===== config.mk =====
export PLATFORM = sky130hd
export DESIGN_NAME = sdo_frame_receiver_flat
export DESIGN_NICKNAME = d
export VERILOG_FILES = /design/src/rtl/sdo_frame_receiver_if.sv /design/src/rtl/sdo_frame_receiver.sv /design/src/flat_wrapper.sv
export SDC_FILE = /design/constraint.sdc
export NUM_CORES = 1
export LEC_CHECK = 0
export ABC_AREA = 1
export ABC_CLOCK_PERIOD_IN_PS = 2600
export BUFFER_PORTS_ARGS = -buffer_cell sky130_fd_sc_hd__buf_2
export CORE_AREA = 5 5 73 75
export DETAILED_ROUTE_END_ITERATION = 16
export DIE_AREA = 0 0 78 80
export MAX_ROUTING_LAYER = met4
export PLACE_DENSITY = 0.61
export SLEW_MARGIN = 20
export SYNTH_ARGS = -nofsm -noshare
export SYNTH_HDL_FRONTEND = slang
export SYNTH_SLANG_ARGS = --single-unit

===== constraint.sdc =====
create_clock -name CLK -period 2.6 [get_ports CLK]
set_input_delay 0.26 -clock CLK [delete_from_list [all_inputs] [get_ports CLK]]
set_output_delay 0.26 -clock CLK [all_outputs]
set_load 0.03 [all_outputs]

===== src/rtl/sdo_frame_receiver_if.sv =====
`default_nettype none
// ============================================================================
//  Module      : sdo_frame_receiver_if
//  Description : Serial-in / parallel-out bundle for sdo_frame_receiver.
//                master = serial source + word consumer (testbench side),
//                slave  = the receiver itself.
//  Signals     : SDI       serial line in, idle high
//                RX_READY  consumer accepts RX_DATA while RX_VALID is high
//                RX_DATA   last received word, MSB = first data bit on line
//                RX_VALID  RX_DATA holds an unconsumed word
//                FRAME_ERR one-cycle pulse, stop bit sampled low
//                OVERRUN   one-cycle pulse, completed word dropped
//                BUSY      receiver is not idle
//  Revision    : 1.0 - initial release
// ============================================================================
interface sdo_frame_receiver_if #(
  parameter int DATA_W = 16
) ();
  logic              SDI;
  logic              RX_READY;
  logic [DATA_W-1:0] RX_DATA;
  logic              RX_VALID;
  logic              FRAME_ERR;
  logic              OVERRUN;
  logic              BUSY;

  modport master (
    output SDI,
    output RX_READY,
    input  RX_DATA,
    input  RX_VALID,
    input  FRAME_ERR,
    input  OVERRUN,
    input  BUSY
  );

  modport slave (
    input  SDI,
    input  RX_READY,
    output RX_DATA,
    output RX_VALID,
    output FRAME_ERR,
    output OVERRUN,
    output BUSY
  );
endinterface
`default_nettype wire


===== src/rtl/sdo_frame_receiver.sv =====
`default_nettype none
// ============================================================================
//  Module      : sdo_frame_receiver
//  Description : Oversampling receiver for the SDO serial stream. Frames are
//                idle-high, one start bit (0), DATA_W data bits MSB first,
//                one stop bit (1), CLKS_PER_BIT clocks per bit. Completed
//                words are offered on a valid/ready holding register with
//                framing-error and overrun pulses.
//  Ports       : CLK  - receiver clock
//                RST  - asynchronous active-high reset
//                bus  - sdo_frame_receiver_if.slave (SDI, RX_READY in;
//                       RX_DATA, RX_VALID, FRAME_ERR, OVERRUN, BUSY out)
//  Revision    : 1.0 - initial release
// ============================================================================
module sdo_frame_receiver #(
  parameter int DATA_W       = 16,
  parameter int CLKS_PER_BIT = 4
) (
  input  wire logic            CLK,
  input  wire logic            RST,
  sdo_frame_receiver_if.slave  bus
);

  localparam int CNT_W = $clog2(CLKS_PER_BIT);
  localparam int IDX_W = $clog2(DATA_W);

  localparam logic [CNT_W-1:0] c_cnt_mid  = CNT_W'(CLKS_PER_BIT/2 - 1);
  localparam logic [CNT_W-1:0] c_cnt_last = CNT_W'(CLKS_PER_BIT - 1);
  localparam logic [IDX_W-1:0] c_idx_last = IDX_W'(DATA_W - 1);

  typedef enum logic [2:0] {
    IDLE      = 3'd0,
    START     = 3'd1,
    DATA      = 3'd2,
    STOP      = 3'd3,
    WAIT_HIGH = 3'd4
  } state_t;

  state_t              r_state;
  state_t              w_state_nxt;

  logic                r_sdi_meta;
  logic                r_sdi_s;
  logic [CNT_W-1:0]    r_cnt;
  logic [IDX_W-1:0]    r_idx;
  logic [DATA_W-1:0]   r_shreg;
  logic [DATA_W-1:0]   r_rx_data;
  logic                r_rx_valid;
  logic                r_frame_err;
  logic                r_overrun;

  logic                w_cnt_inc;
  logic                w_cnt_clr;
  logic                w_idx_clr;
  logic                w_shift;
  logic                w_stop_ok;
  logic                w_stop_bad;
  logic                w_accept;

  // Two-flop synchronizer; idle level is high so reset to 1 to avoid a
  // spurious start detection right after reset release.
  always_ff @(posedge CLK or posedge RST) begin
    if (RST) begin
      r_sdi_meta <= 1'b1;
      r_sdi_s    <= 1'b1;
    end else begin
      r_sdi_meta <= bus.SDI;
      r_sdi_s    <= r_sdi_meta;
    end
  end

  always_ff @(posedge CLK or posedge RST) begin
    if (RST) r_state <= IDLE;
    else     r_state <= w_state_nxt;
  end

  always_comb begin
    w_state_nxt = r_state;
    w_cnt_inc   = 1'b0;
    w_cnt_clr   = 1'b0;
    w_idx_clr   = 1'b0;
    w_shift     = 1'b0;
    w_stop_ok   = 1'b0;
    w_stop_bad  = 1'b0;
    case (r_state)
      IDLE: begin
        w_cnt_clr = 1'b1;
        if (!r_sdi_s) w_state_nxt = START;
      end
      START: begin
        // Re-check the line half a bit in; a high here was a glitch.
        if (r_cnt == c_cnt_mid) begin
          w_cnt_clr   = 1'b1;
          w_idx_clr   = 1'b1;
          w_state_nxt = r_sdi_s ? IDLE : DATA;
        end else begin
          w_cnt_inc = 1'b1;
        end
      end
      DATA: begin
        if (r_cnt == c_cnt_last) begin
          w_cnt_clr = 1'b1;
          w_shift   = 1'b1;
          if (r_idx == c_idx_last) w_state_nxt = STOP;
        end else begin
          w_cnt_inc = 1'b1;
        end
      end
      STOP: begin
        // Returning to IDLE on the sample cycle (mid stop bit) leaves half a
        // bit of margin to catch an immediately following start bit.
        if (r_cnt == c_cnt_last) begin
          w_cnt_clr = 1'b1;
          if (r_sdi_s) begin
            w_stop_ok   = 1'b1;
            w_state_nxt = IDLE;
          end else begin
            w_stop_bad  = 1'b1;
            w_state_nxt = WAIT_HIGH;
          end
        end else begin
          w_cnt_inc = 1'b1;
        end
      end
      WAIT_HIGH: begin
        // A line stuck low must not be mistaken for the next start bit.
        if (r_sdi_s) w_state_nxt = IDLE;
      end
      default: w_state_nxt = IDLE;
    endcase
  end

  // Bit timing counter, bit index and shift register.
  always_ff @(posedge CLK or posedge RST) begin
    if (RST) begin
      r_cnt   <= '0;
      r_idx   <= '0;
      r_shreg <= '0;
    end else begin
      if (w_cnt_clr)      r_cnt <= '0;
      else if (w_cnt_inc) r_cnt <= r_cnt + CNT_W'(1);

      if (w_idx_clr)      r_idx <= '0;
      else if (w_shift)   r_idx <= r_idx + IDX_W'(1);

      if (w_shift) r_shreg <= {r_shreg[DATA_W-2:0], r_sdi_s};
    end
  end

  // Holding register can take a new word when empty or being drained now.
  assign w_accept = !r_rx_valid || bus.RX_READY;

  always_ff @(posedge CLK or posedge RST) begin
    if (RST) begin
      r_rx_data   <= '0;
      r_rx_valid  <= 1'b0;
      r_frame_err <= 1'b0;
      r_overrun   <= 1'b0;
    end else begin
      r_frame_err <= w_stop_bad;
      r_overrun   <= w_stop_ok && !w_accept;
      if (w_stop_ok && w_accept) begin
        r_rx_data  <= r_shreg;
        r_rx_valid <= 1'b1;
      end else if (r_rx_valid && bus.RX_READY) begin
        r_rx_valid <= 1'b0;
      end
    end
  end

  assign bus.RX_DATA   = r_rx_data;
  assign bus.RX_VALID  = r_rx_valid;
  assign bus.FRAME_ERR = r_frame_err;
  assign bus.OVERRUN   = r_overrun;
  assign bus.BUSY      = (r_state != IDLE);

endmodule
`default_nettype wire


===== src/flat_wrapper.sv =====
// flat-port wrapper written by rule: the top's interface ports become plain ports
module sdo_frame_receiver_flat 
#(
  parameter int DATA_W       = 16,
  parameter int CLKS_PER_BIT = 4
)
  (CLK, RST, bus_SDI, bus_RX_READY, bus_RX_DATA, bus_RX_VALID, bus_FRAME_ERR, bus_OVERRUN, bus_BUSY);
  sdo_frame_receiver_if #(.DATA_W(DATA_W)) bus_i ();
  input  wire logic CLK;
  input  wire logic RST;
  input wire logic [$bits(bus_i.SDI)-1:0] bus_SDI;
  input wire logic [$bits(bus_i.RX_READY)-1:0] bus_RX_READY;
  output wire logic [$bits(bus_i.RX_DATA)-1:0] bus_RX_DATA;
  output wire logic [$bits(bus_i.RX_VALID)-1:0] bus_RX_VALID;
  output wire logic [$bits(bus_i.FRAME_ERR)-1:0] bus_FRAME_ERR;
  output wire logic [$bits(bus_i.OVERRUN)-1:0] bus_OVERRUN;
  output wire logic [$bits(bus_i.BUSY)-1:0] bus_BUSY;
  assign bus_i.SDI = bus_SDI;
  assign bus_i.RX_READY = bus_RX_READY;
  assign bus_RX_DATA = bus_i.RX_DATA;
  assign bus_RX_VALID = bus_i.RX_VALID;
  assign bus_FRAME_ERR = bus_i.FRAME_ERR;
  assign bus_OVERRUN = bus_i.OVERRUN;
  assign bus_BUSY = bus_i.BUSY;
  sdo_frame_receiver #(.DATA_W(DATA_W), .CLKS_PER_BIT(CLKS_PER_BIT)) u_core (.CLK(CLK), .RST(RST), .bus(bus_i));
endmodule

# Yosys cells after proc, flatten, opt, wreduce, memory -nomap -nowiden

Cells that the tools add are included.

Word-level logic and storage cells: 67
Register bits after elaboration: 46
Bits of input ports: 4

Reduce and logical (&&, ||, !) cells: 13
Multiplexer cells: 29
Equality and inequality tests: 13
Add/subtract/negate cells: 2

Operator list:

| kind                                                                    | number |
|---|---|
| 3-bit two-way mux                                                       | 7 |
| 3-bit case mux with 5 select lines                                      | 1 |
| 1-bit two-way mux                                                       | 14 |
| 2-bit by 1-bit inequality test with 1-bit output, second input constant | 5 |
| 4-bit two-way mux                                                       | 2 |
| 3-bit by 2-bit equality test with 1-bit output, second input constant   | 2 |
| 2-bit two-way mux                                                       | 3 |
| 6-bit AND reduction                                                     | 1 |
| 2-bit nonzero test                                                      | 3 |
| 4-bit by 1-bit adder with 4-bit output, second input constant           | 1 |
| 4-bit equality test, second input constant                              | 1 |
| 3-bit by 1-bit equality test with 1-bit output, second input constant   | 1 |
| 3-bit equality test, second input constant                              | 1 |
| 1-bit logical AND                                                       | 3 |
| 3-bit zero test                                                         | 1 |
| 1-bit case mux with 3 select lines                                      | 1 |
| 3-bit nonzero test                                                      | 1 |
| 2-bit by 1-bit adder with 2-bit output, second input constant           | 1 |
| 2-bit by 1-bit equality test with 1-bit output, second input constant   | 1 |
| 2-bit equality test, second input constant                              | 1 |
| 1-bit zero test                                                         | 2 |
| 2-bit inequality test, second input constant                            | 1 |
| 1-bit case mux with 2 select lines                                      | 1 |
| 2-bit OR reduction                                                      | 1 |
| 1-bit logical OR                                                        | 1 |

# Logic depth before layout (Yosys ltp)

Word-level depth: 5
Gate-level depth with buffers: 8

# Least setup slack after synthesis

OpenSTA, ideal clock, no wires.

Path type: register to register
Start: register u_core.r_cnt[0]
End: register u_core.r_rx_data[0] (netlist: u_core.bus.RX_DATA[0])
Data arrival time: 1.193 ns
Path buffers: 1
Setup slack: 1.289 ns
Period minus slack after synthesis: 1.311 ns
Cell stages (with the launch flop): 8
Setup time: 0.119 ns
Cell sequence: dfrtp_1 -> ha_1 -> nand2_1 -> nor2_4 -> nand2_4 -> buf_6 -> nand2_1 -> o21ai_2

Cells in the longest elaborated chain, start to end: 4

RTL lines:

| element                | line                      | source |
|---|---|---|
| start, declared        | sdo_frame_receiver.sv:44  | `logic [CNT_W-1:0] r_cnt;` |
| start signal, assigned | sdo_frame_receiver.sv:141 | `else if (w_cnt_inc) r_cnt <= r_cnt + CNT_W'(1);` |
| 2-bit equality test    | sdo_frame_receiver.sv:112 | `if (r_cnt == c_cnt_last) begin` |
| 1-bit two-way mux      | sdo_frame_receiver.sv:112 |  |
| 1-bit two-way mux      | sdo_frame_receiver.sv:85  | `case (r_state)` |
| 1-bit logical AND      | sdo_frame_receiver.sv:162 | `if (w_stop_ok && w_accept) begin` |
| end signal, assigned   | sdo_frame_receiver.sv:163 | `r_rx_data <= r_shreg;` |
| end, declared          | sdo_frame_receiver.sv:47  | `logic [DATA_W-1:0] r_rx_data;` |

Every way passes these cells.
A chain may end at the register's enable or synchronous reset.

# Worst setup path in the final report

Start: register u_core.r_cnt[0]
End: register u_core.r_idx[1]

Cells in the longest elaborated chain, start to end: 4

RTL lines:

| element                                                                                      | line                                                | source |
|---|---|---|
| 2-bit by 1-bit equality test with 1-bit output / 2-bit equality test (equally long branches) | sdo_frame_receiver.sv:92, sdo_frame_receiver.sv:101 |  |
| 1-bit two-way mux, on equally long branches                                                  | sdo_frame_receiver.sv:92, sdo_frame_receiver.sv:101 |  |
| 1-bit two-way mux                                                                            | sdo_frame_receiver.sv:85                            |  |
| 4-bit two-way mux / 2-bit nonzero test (equally long branches)                               | n/a                                                 |  |
| end signal, assigned                                                                         | sdo_frame_receiver.sv:144                           | `else if (w_shift) r_idx <= r_idx + IDX_W'(1);` |
| end, declared                                                                                | sdo_frame_receiver.sv:45                            | `logic [IDX_W-1:0] r_idx;` |

Parallel ways exist; a longest one is shown, timed or not.

==> reports/results.ini <==
[worst_setup_path]
reg2reg_setup_slack_ns=0.91
critical_path.startpoint=u_core.r_cnt[0]
cp.required_ns=2.78
crit_chain=ha_1 > nand3_2 > nand2_1 > inv_1 > nand2_1 > nand2_1
crit_arrival_ns=1.87
crit_type=flop to flop
cp-start-kind=flop
reg2reg_to=u_core.r_idx[1]
cp-end-kind=flop
crit_path_max_fanout=34
reg2reg_depth=6
cp_slowest_cell=nand3_2
cp_common_cell=nand2_1
reg2reg_from=u_core.r_cnt[0]
max_stage_delay_ns=0.46

[floorplanning]
die_h_um=80
die_area_um2=6240
std_cell_rows=25
pin_count=24
start_util_pct=42.72
coreArea_um2=4598
dieWidth_um=78

[hold_path]
hold_path_end=u_core.r_sdi_meta
hold_depth=1
min-delay-start=bus_SDI
min-delay-path-class=primary input to flop

[synth]
avgSynthCellArea_um2=9.677
netlist_area_um2=1964
ys_seq_elements=46
synthCells=203
synth_nets=210
yosysSeqAreaShare_pct=58.73
synth_cell_type_count=24
yosysWarnings=0

[layout]
drive_gt1_share_pct=24.56
final_common_cell=nand2_1
design_area_um2=2191
fillers=426
final_core_util_pct=47.65
multi_input_area_um2=665.6
regArea_um2=1154
mostFrequentLayoutCells=nand2_1, dfrtp_1, inv_1
nNetsFinal=234
areaGrowthSynthToFinish_pct=11.53
diodes=0

[clocking]
clk_latency_ns=0.29
numCtsBuffers=5
cts_root_buffer=clkbuf_8
cts_tree=built
holdBufCountCts=0
cts_resized=0
cts_sinks=46
cts_setup_buffers=0
htree_levels=2
clk_pin_slew_worst_paths_ns=0.08
ctsLongestPathBuffers=2

[detailed_routing]
drt-wirelength-per-cell_um=11.09
viasPerCell=4.695
via_count=1324
ant_nets=0
first_pass_iters=4
drc_errors=0
drt-total-wl_um=3128
drtIter0Drc=66

[placement]
hpwlAfterDp_um=2187
place.gp.congestion=0.8134
dp_slack_ns=0.9159
place_area_um2=2100
port_buffers=23

[sta]
setup_viol=0
worst_pin_slew_ns=0.9193
tns_ns=0
fin_crit_ns=1.687
finalHoldViolations=0
fin_ws_ns=0.9133
slew_violations=0
relSlewSlack_pct=38.62
min_period_over_period_pct=64.87
rsz0062_at_grt=no
timing.fmax_mhz=592.9
hold-worst-slack_ns=0.06781
clock_skew_ns=0.006723

[grt]
overflow=0
grt_max_degree=47
grt_pass1_wl_um=5761
grtUsageTotal_pct=11.72
grt_pass1_vias=1293
antenna_found_initial=0

[status]
status=completed

[flow_run]
drv_cap=0

[power]
power.density_nw_per_um2=703.7
peakVddDrop_mv=0.5363
p_leak_nw=1.080

[state kept, by name, summed over array words and instances (netlist names), 2 cells and up]
name	count
u_core.r_cnt	2
u_core.r_state	3
u_core.bus.RX_DATA	16
u_core.r_idx	4
u_core.r_shreg	16
[routing by layer]
layer	up-vias	GRT usage (%)	part of all wire, %	wire length [um]
met5	-	-	0	0
met4	0	4.561	0.70	22
met3	2	2.822	4.3	134
met2	20	18.95	47	1470
met1	616	14.21	48	1501
li1	686	-	-	-
[worst max-delay path by stage]
| stage | end | slack (ns) | cells past startpoint |
|---|---|---|---|
| 3_3_place_gp | u_core.r_idx[3] | 0.95 | 6 |
| 6_report | u_core.r_idx[1] | 0.91 | 6 |
| 3_5_place_dp | u_core.r_idx[1] | 0.92 | 6 |
| 4_1_cts | u_core.r_idx[1] | 0.89 | 6 |
| 5_1_grt | u_core.r_idx[1] | 0.69 | 6 |
| 2_1_floorplan | u_core.bus.FRAME_ERR | 1.26 | 1 |
[power breakdown]
part           total, W  switching (W)  internal (W)
registers      0.000820      0.0000545      0.000766
logic          0.000288       0.000194     0.0000946
clock network  0.000433       0.000218      0.000214
total           0.00154       0.000467       0.00108
[critical path, delay by kind of cell (launching register included)]
family                   cells  cell delay [ns]
adder cells (fa/ha/maj)      1             0.28
AND/OR/NAND/NOR              4             0.82
buffers and inverters        1             0.09
flip-flops                   1             0.39
[stage by stage]
stage               total power [W]  cells
finish                     0.001542    282
CTS                        0.001567    282
detailed placement         0.001127    274
floorplan                  0.001063    203
global placement           0.001128    274
global route               0.001648    282
[cells by family after synthesis]
kind of cell | share of synthesized area, %
and+or+nand+nor | 18.98
DFF | 58.73
AOI/OAI and AO/OA | 12.10
buffers and inverters | 7.388
adders and majority gates | 1.911
xor gates and xnor gates | 0.8919
[Yosys cell counts]
library cell,instances,area (um^2)
buf_2,2,10.01
nand3_2,2,20.02
nand2_4,1,11.26
inv_2,1,3.750
clkbuf_1,1,3.750
nand2_2,1,6.260
inv_1,25,93.84
nor2_1,11,41.29
o21ai_2,15,131.4
nor2_2,1,6.260
nand2_1,54,202.7
dfstp_2,2,52.55
o21ai_0,19,95.09
xor2_1,1,8.760
o21ai_1,1,5.000
o22ai_1,1,6.260
xnor2_1,1,8.760
nor3_1,1,5.000
buf_6,3,33.78
ha_1,3,37.54
dfrtp_1,44,1101
nor2_4,2,22.52
nand4_1,2,12.51
nand3_1,9,45.04
[area by class of cell]
class                   instances  area share, %
flip-flops and latches         46          52.66
multi-input cells             125          30.38
repair buffers                 23          5.254
inverters                      26          4.455
clock buffers                   7          3.941
well taps                      54          3.084
clock inverters                 1         0.2284
Note: power is estimated with default switching activity, not from simulation.
